==> config.mk <==
export PLATFORM = sky130hd
export DESIGN_NAME = uart_alu_frame_ctrl
export DESIGN_NICKNAME = d
export VERILOG_FILES = /design/src/rtl/uart_alu_frame_ctrl.sv
export SDC_FILE = /design/constraint.sdc
export NUM_CORES = 1
export LEC_CHECK = 0
export CELL_PAD_IN_SITES_DETAIL_PLACEMENT = 1
export CELL_PAD_IN_SITES_GLOBAL_PLACEMENT = 2
export CORE_MARGIN = 4
export CORE_UTILIZATION = 40
export CTS_CLUSTER_SIZE = 24
export DETAILED_ROUTE_END_ITERATION = 8
export DONT_BUFFER_PORTS = 1
export GPL_TIMING_DRIVEN = 0
export PLACE_DENSITY_LB_ADDON = 0.1
export SKIP_CTS_REPAIR_TIMING = 1
export SYNTH_ARGS = -nofsm -noshare
export SYNTH_HDL_FRONTEND = slang
export SYNTH_SLANG_ARGS = --single-unit
==> constraint.sdc <==
create_clock -name clk -period 4.3 [get_ports clk]
set_input_delay 0.86 -clock clk [delete_from_list [all_inputs] [get_ports clk]]
set_output_delay 0.86 -clock clk [all_outputs]
set_load 0.02 [all_outputs]
==> src/rtl/uart_alu_frame_ctrl.sv <==
// uart_alu_frame_ctrl
//   Frame controller between the UART RX/TX FIFOs and a DATA_W-wide ALU.
//   Receives A[NB], B[NB], OPCODE[1] (multi-byte fields LSB-first, NB = DATA_W/8),
//   loads the ALU operand registers, captures the result and returns it as NB bytes.
//   Optional feature macro: STATUS_BYTE_EN appends {seq[5:0], sign, zero} after the result.
// Ports
//   clk, reset       clock, synchronous active-high reset
//   i_rx_data/_empty RX FIFO head byte (first-word fall-through) and empty flag
//   o_rd             RX pop (combinational)
//   o_tx_data/o_wr   byte and push strobe to the TX FIFO (o_wr combinational)
//   i_tx_full        TX FIFO full
//   o_op_a/_b/_code  registered ALU operands and opcode
//   i_alu_result     combinational ALU result
//   o_busy           high while executing / transmitting
//   o_frame_err      one-cycle pulse when a frame is dropped
module uart_alu_frame_ctrl #(
    parameter int unsigned DATA_W      = 16,
    parameter int unsigned OP_W        = 6,
    parameter int unsigned TIMEOUT_CYC = 1_000_000,
    parameter int unsigned TMO_BITS    = 20
) (
    input  logic              clk,
    input  logic              reset,
    input  logic [7:0]        i_rx_data,
    input  logic              i_rx_empty,
    output logic              o_rd,
    output logic [7:0]        o_tx_data,
    input  logic              i_tx_full,
    output logic              o_wr,
    output logic [DATA_W-1:0] o_op_a,
    output logic [DATA_W-1:0] o_op_b,
    output logic [OP_W-1:0]   o_op_code,
    input  logic [DATA_W-1:0] i_alu_result,
    output logic              o_busy,
    output logic              o_frame_err
);

    localparam int unsigned NB    = DATA_W / 8;
    localparam int unsigned CNT_W = 4;

    typedef enum logic [2:0] {
        ST_RX_A   = 3'd0,
        ST_RX_B   = 3'd1,
        ST_RX_OP  = 3'd2,
        ST_EXEC   = 3'd3,
        ST_CAPT   = 3'd4,
        ST_TX_RES = 3'd5,
        ST_ERR    = 3'd6
`ifdef STATUS_BYTE_EN
        ,
        ST_TX_STAT = 3'd7
`endif
    } state_e;

    state_e              state_q;
    logic [CNT_W-1:0]    cnt_q;
    logic [TMO_BITS-1:0] tmo_q;
    logic [DATA_W-1:0]   a_sh_q;
    logic [DATA_W-1:0]   b_sh_q;
    logic [OP_W-1:0]     op_sh_q;
    logic [DATA_W-1:0]   sh_q;
    logic [DATA_W-1:0]   op_a_q;
    logic [DATA_W-1:0]   op_b_q;
    logic [OP_W-1:0]     op_code_q;
    logic                busy_q;
    logic                frame_err_q;
`ifdef STATUS_BYTE_EN
    logic [5:0]          seq_q;
    logic                sign_q;
    logic                zero_q;
`endif

    logic       rx_phase_c;
    logic       rd_c;
    logic       wr_c;
    logic [7:0] tx_data_c;
    logic [7:0] op_hi_c;
    logic       op_bad_c;
    logic       last_c;
    logic       tmo_active_c;
    logic       tmo_hit_c;

    // FIFO handshakes and frame-level decode; strobes are masked while reset
    // is asserted so nothing is popped or pushed in the aborting cycle.
    always_comb begin
        rx_phase_c   = (state_q == ST_RX_A) || (state_q == ST_RX_B) || (state_q == ST_RX_OP);
        rd_c         = rx_phase_c && !i_rx_empty && !reset;
        wr_c         = 1'b0;
        tx_data_c    = sh_q[7:0];
        if (!reset && (state_q == ST_TX_RES)) begin
            wr_c = !i_tx_full;
        end
`ifdef STATUS_BYTE_EN
        if (state_q == ST_TX_STAT) begin
            wr_c      = !i_tx_full && !reset;
            tx_data_c = {seq_q, sign_q, zero_q};
        end
`endif
        // bits above the opcode field must be zero (shift yields 0 when OP_W = 8)
        op_hi_c      = i_rx_data >> OP_W;
        op_bad_c     = |op_hi_c;
        last_c       = (cnt_q == CNT_W'(NB - 1));
        tmo_active_c = ((state_q == ST_RX_A) && (cnt_q != '0)) ||
                       (state_q == ST_RX_B) || (state_q == ST_RX_OP);
        tmo_hit_c    = tmo_active_c && !rd_c && (tmo_q == TMO_BITS'(TIMEOUT_CYC - 1));
    end

    assign o_rd        = rd_c;
    assign o_wr        = wr_c;
    assign o_tx_data   = tx_data_c;
    assign o_op_a      = op_a_q;
    assign o_op_b      = op_b_q;
    assign o_op_code   = op_code_q;
    assign o_busy      = busy_q;
    assign o_frame_err = frame_err_q;

    // Frame FSM with all datapath registers
    always_ff @(posedge clk) begin
        if (reset) begin
            state_q     <= ST_RX_A;
            cnt_q       <= '0;
            tmo_q       <= '0;
            a_sh_q      <= '0;
            b_sh_q      <= '0;
            op_sh_q     <= '0;
            sh_q        <= '0;
            op_a_q      <= '0;
            op_b_q      <= '0;
            op_code_q   <= '0;
            busy_q      <= 1'b0;
            frame_err_q <= 1'b0;
`ifdef STATUS_BYTE_EN
            seq_q       <= '0;
            sign_q      <= 1'b0;
            zero_q      <= 1'b0;
`endif
        end else begin
            frame_err_q <= 1'b0;

            // inter-byte timeout: a pop always restarts it, so pop beats timeout
            if (rd_c || !tmo_active_c || tmo_hit_c) begin
                tmo_q <= '0;
            end else begin
                tmo_q <= tmo_q + TMO_BITS'(1);
            end

            case (state_q)
                ST_RX_A: begin
                    if (rd_c) begin
                        for (int unsigned i = 0; i < NB; i++) begin
                            if (cnt_q == CNT_W'(i)) a_sh_q[i*8 +: 8] <= i_rx_data;
                        end
                        if (last_c) begin
                            cnt_q   <= '0;
                            state_q <= ST_RX_B;
                        end else begin
                            cnt_q <= cnt_q + CNT_W'(1);
                        end
                    end else if (tmo_hit_c) begin
                        cnt_q       <= '0;
                        frame_err_q <= 1'b1;
                        state_q     <= ST_ERR;
                    end
                end

                ST_RX_B: begin
                    if (rd_c) begin
                        for (int unsigned i = 0; i < NB; i++) begin
                            if (cnt_q == CNT_W'(i)) b_sh_q[i*8 +: 8] <= i_rx_data;
                        end
                        if (last_c) begin
                            cnt_q   <= '0;
                            state_q <= ST_RX_OP;
                        end else begin
                            cnt_q <= cnt_q + CNT_W'(1);
                        end
                    end else if (tmo_hit_c) begin
                        cnt_q       <= '0;
                        frame_err_q <= 1'b1;
                        state_q     <= ST_ERR;
                    end
                end

                ST_RX_OP: begin
                    if (rd_c) begin
                        if (op_bad_c) begin
                            frame_err_q <= 1'b1;
                            state_q     <= ST_ERR;
                        end else begin
                            op_sh_q <= i_rx_data[OP_W-1:0];
                            busy_q  <= 1'b1;
                            state_q <= ST_EXEC;
                        end
                    end else if (tmo_hit_c) begin
                        cnt_q       <= '0;
                        frame_err_q <= 1'b1;
                        state_q     <= ST_ERR;
                    end
                end

                // only place the ALU-facing registers change
                ST_EXEC: begin
                    op_a_q    <= a_sh_q;
                    op_b_q    <= b_sh_q;
                    op_code_q <= op_sh_q;
                    state_q   <= ST_CAPT;
                end

                ST_CAPT: begin
                    sh_q    <= i_alu_result;
                    cnt_q   <= '0;
`ifdef STATUS_BYTE_EN
                    sign_q  <= i_alu_result[DATA_W-1];
                    zero_q  <= (i_alu_result == '0);
`endif
                    state_q <= ST_TX_RES;
                end

                ST_TX_RES: begin
                    if (wr_c) begin
                        sh_q <= sh_q >> 8;
                        if (last_c) begin
                            cnt_q   <= '0;
`ifdef STATUS_BYTE_EN
                            state_q <= ST_TX_STAT;
`else
                            busy_q  <= 1'b0;
                            state_q <= ST_RX_A;
`endif
                        end else begin
                            cnt_q <= cnt_q + CNT_W'(1);
                        end
                    end
                end

`ifdef STATUS_BYTE_EN
                ST_TX_STAT: begin
                    if (wr_c) begin
                        seq_q   <= seq_q + 6'd1;
                        busy_q  <= 1'b0;
                        state_q <= ST_RX_A;
                    end
                end
`endif

                ST_ERR: begin
                    cnt_q   <= '0;
                    state_q <= ST_RX_A;
                end

                default: begin
                    cnt_q   <= '0;
                    busy_q  <= 1'b0;
                    state_q <= ST_RX_A;
                end
            endcase
        end
    end

endmodule

==> metrics.cfg <==
[layout]
fin_nets = 647
fillCellCount = 1462
areaGrowthSynthToFinish_pct = 15.6
antennaDiodeCount = 0
seq_area_um2 = 2420
multi_input_area_um2 = 2310
drive_above_1_share_pct = 9.71

[synth]
synth-edff-count = 0
async_flop_share_pct = 0
ys_types = 51
synth_nets = 628
ys_warn_count = 0
avgSynthCellArea_um2 = 8.36
syn_inst = 596
synth-seq-cells = 121
ys_seq_area_share_pct = 48.6
syn_area_um2 = 4980
ys.flop_type = dfxtp_1

[sta]
period_needed_ps = 2940
rsz0062_at_grt = no
skew_ps = 12.8
fin_crit_sh_pct = 68.4
setup_viol = 0
fin_hold_ws_ps = 456
tns_ps = 0
worstMarginPinSlew_ps = 963
finalHoldViolations = 0
slew_viol_final = 0
slew_headroom_pct = 35.3
fmax_ghz = 0.340

[outcome]
status = finished clean

[worst_setup_path]
crit_required_ps = 3440
critical_path.max_stage_delay_ps = 760
crit_slowest_cell = nor3_1
critPathBufInv = 2
end_kind = output pin
critPathKind = input port to output pin
crit_chain = buf_2, clkbuf_1, nor3_1
start_kind = input port
crit_family = simple AND/OR/NAND/NOR gates
worst-path-max-fanout = 10
worstPathArrival_ps = 2080

[grt]
grt_pass1_vias = 4206
antenna_found_initial = 0
grt-ovfl-total = 0
grt_max_degree = 17
track_usage_pct = 20.0
grt_pass1_wl_um = 22500

[placed_design]
routabilityCongestion = 0.854
port_buffers = 0
dpl.hpwl_um = 10000

[power_and_ir_drop]
ir_drop_mv = 0.287
p_comb_share_pct = 4.2
total_leakage_power_uw = 0.00214
clock_power_share_pct = 52.2
p_int_uw = 2050
sw_frac_of_total_pct = 21.7
seqPwrFrac_pct = 43.7
switching_power_uw = 567
powerDensity_nw_per_um2 = 454

[clock_network]
tritoncts = built
cts_htree_levels = 4
clock-sinks = 121
clock_latency_ps = 420
cts_buffers = 17
cts_root_buf = clkbuf_16
clockBufferDepth = 2
clk_pin_slew_ps = 50

[die]
rows = 40
core_um2 = 12100
start_util_pct = 41.1
fp.dieArea_um2 = 14300
ioPinCount = 78
die_x_um = 120
die_h_um = 120

[drt]
vias = 4094
ant_nets = 0
first_pass_iters = 4
wire_per_inst_um = 17.4
drt-vias-per-instance = 5.14
drtIter0Drc = 140
wirelength_um = 13800
drc = 0

[run]
maxCapViolations = 0

[worst_hold_path]
hold_path.class = register to register

==> through the flow <==
stage	cell area, µm²	cells	setup slack, ps	util (%)	power, µW
2_1_floorplan	4980	596	1700	-	1240
3_3_place_gp	5190	764	1320	42.9	1270
3_5_place_dp	5190	764	1310	42.9	1270
4_1_cts	5760	796	1310	47.5	2640
5_1_grt	5760	796	1240	47.5	2720
6_report	5760	796	1360	47.5	2610
==> synthesized netlist by cell type (2+ instances only) <==
| cell | count | share of area, % |
|---|---|---|
| nand2_1 | 126 | 9.5 |
| dfxtp_1 | 121 | 49 |
| nor2_1 | 72 | 5.4 |
| a21oi_1 | 67 | 6.7 |
| mux2i_1 | 30 | 6.0 |
| nand3_1 | 30 | 3.0 |
| clkbuf_1 | 20 | 1.5 |
| xor2_1 | 12 | 2.1 |
| buf_2 | 10 | 1.0 |
| a311oi_1 | 8 | 1.4 |
| buf_4 | 8 | 1.2 |
| inv_1 | 8 | 0.60 |
| nand4_1 | 8 | 1.0 |
| nor3_1 | 7 | 0.70 |
| xnor2_1 | 6 | 1.1 |
| and3_1 | 5 | 0.63 |
| buf_1 | 4 | 0.30 |
| ha_1 | 4 | 1.0 |
| o21ai_0 | 4 | 0.40 |
| nor2b_1 | 3 | 0.38 |
| nor4b_1 | 3 | 0.53 |
| o211ai_1 | 3 | 0.45 |
| o21ai_1 | 3 | 0.30 |
| or3_1 | 3 | 0.38 |
| a211oi_1 | 2 | 0.30 |
| a21oi_2 | 2 | 0.35 |
| a31oi_1 | 2 | 0.25 |
| and4_1 | 2 | 0.35 |
==> power groups by stage <==
stage	registers, µW	clock network (µW)	logic, µW
after floorplan	1160	0	82.0
after global placement	1160	0	108
after detailed placement	1160	0	110
after CTS	1140	1390	110
after global routing	1140	1460	123
final	1140	1360	109
==> sequential cells by signal, indices dropped and copies added (netlist names) <==
register and cells:
o_op_b 16, op_sh_q 6, o_frame_err 1, o_busy 1, tmo_q 20, b_sh_q 16
state_q 3, o_op_code 6, a_sh_q 16, sh_q 16, cnt_q 4, o_op_a 16
==> placed cells by master (no fill, tap or decap), types with 10 or more instances in the layout <==
| cell | n |
|---|---|
| clkbuf_1 | 25 |
| clkbuf_16 | 17 |
| xor2_1 | 12 |
| buf_2 | 10 |
| a21oi_1 | 67 |
| mux2i_1 | 30 |
| nand2_1 | 126 |
| nand3_1 | 30 |
| dfxtp_1 | 121 |
| nor2_1 | 72 |
==> tightest hold or removal path: cells and delay by family (launching register included) <==
family             cells  cell delay, ps
and+or+nand+nor        1              50
AOI/OAI and AO/OA      1              50
DFF                    1             310
==> routing by layer <==
| metal | share of wire, % | vias up | track usage (%) |
|---|---|---|---|
| met2 | 48 | 82 | 32.6 |
| met5 | 0 | - | 0 |
| met1 | 46 | 1955 | 25.6 |
| met4 | 0.95 | 0 | 6.08 |
| met3 | 5.3 | 8 | 6.22 |
| li1 | - | 2049 | - |
==> kinds of logic after synthesis <==
kind of cell,synth area share (%)
adder cells (fa/ha/maj),1.01
buffers and inverters,4.92
XOR/XNOR,3.17
multiplexers,6.03
flip-flops,48.6
AO/OA/AOI/OAI,11.8
AND/OR/NAND/NOR,24.4
==> final timing paths <==
path	endpoint	cells after the start	slack [ps]	from
max	o_rd	3	1360	reset
min reg2reg	b_sh_q[1]	2	460	b_sh_q[1]
min	b_sh_q[1]	2	460	b_sh_q[1]
max reg2reg	o_op_b[0]	7	2230	state_q[1]
==> area by class of cell <==
| cell class | instances | share of cell area, % |
|---|---|---|
| plain buffers | 43 | 3.67 |
| clock buffers | 24 | 8.19 |
| multi-input cells | 423 | 40.2 |
| clock inverters | 8 | 1.65 |
| flip-flops and latches | 121 | 42.1 |
| well taps | 168 | 3.65 |
| inverters | 9 | 0.587 |
Note: power is estimated with default switching activity, not from simulation.
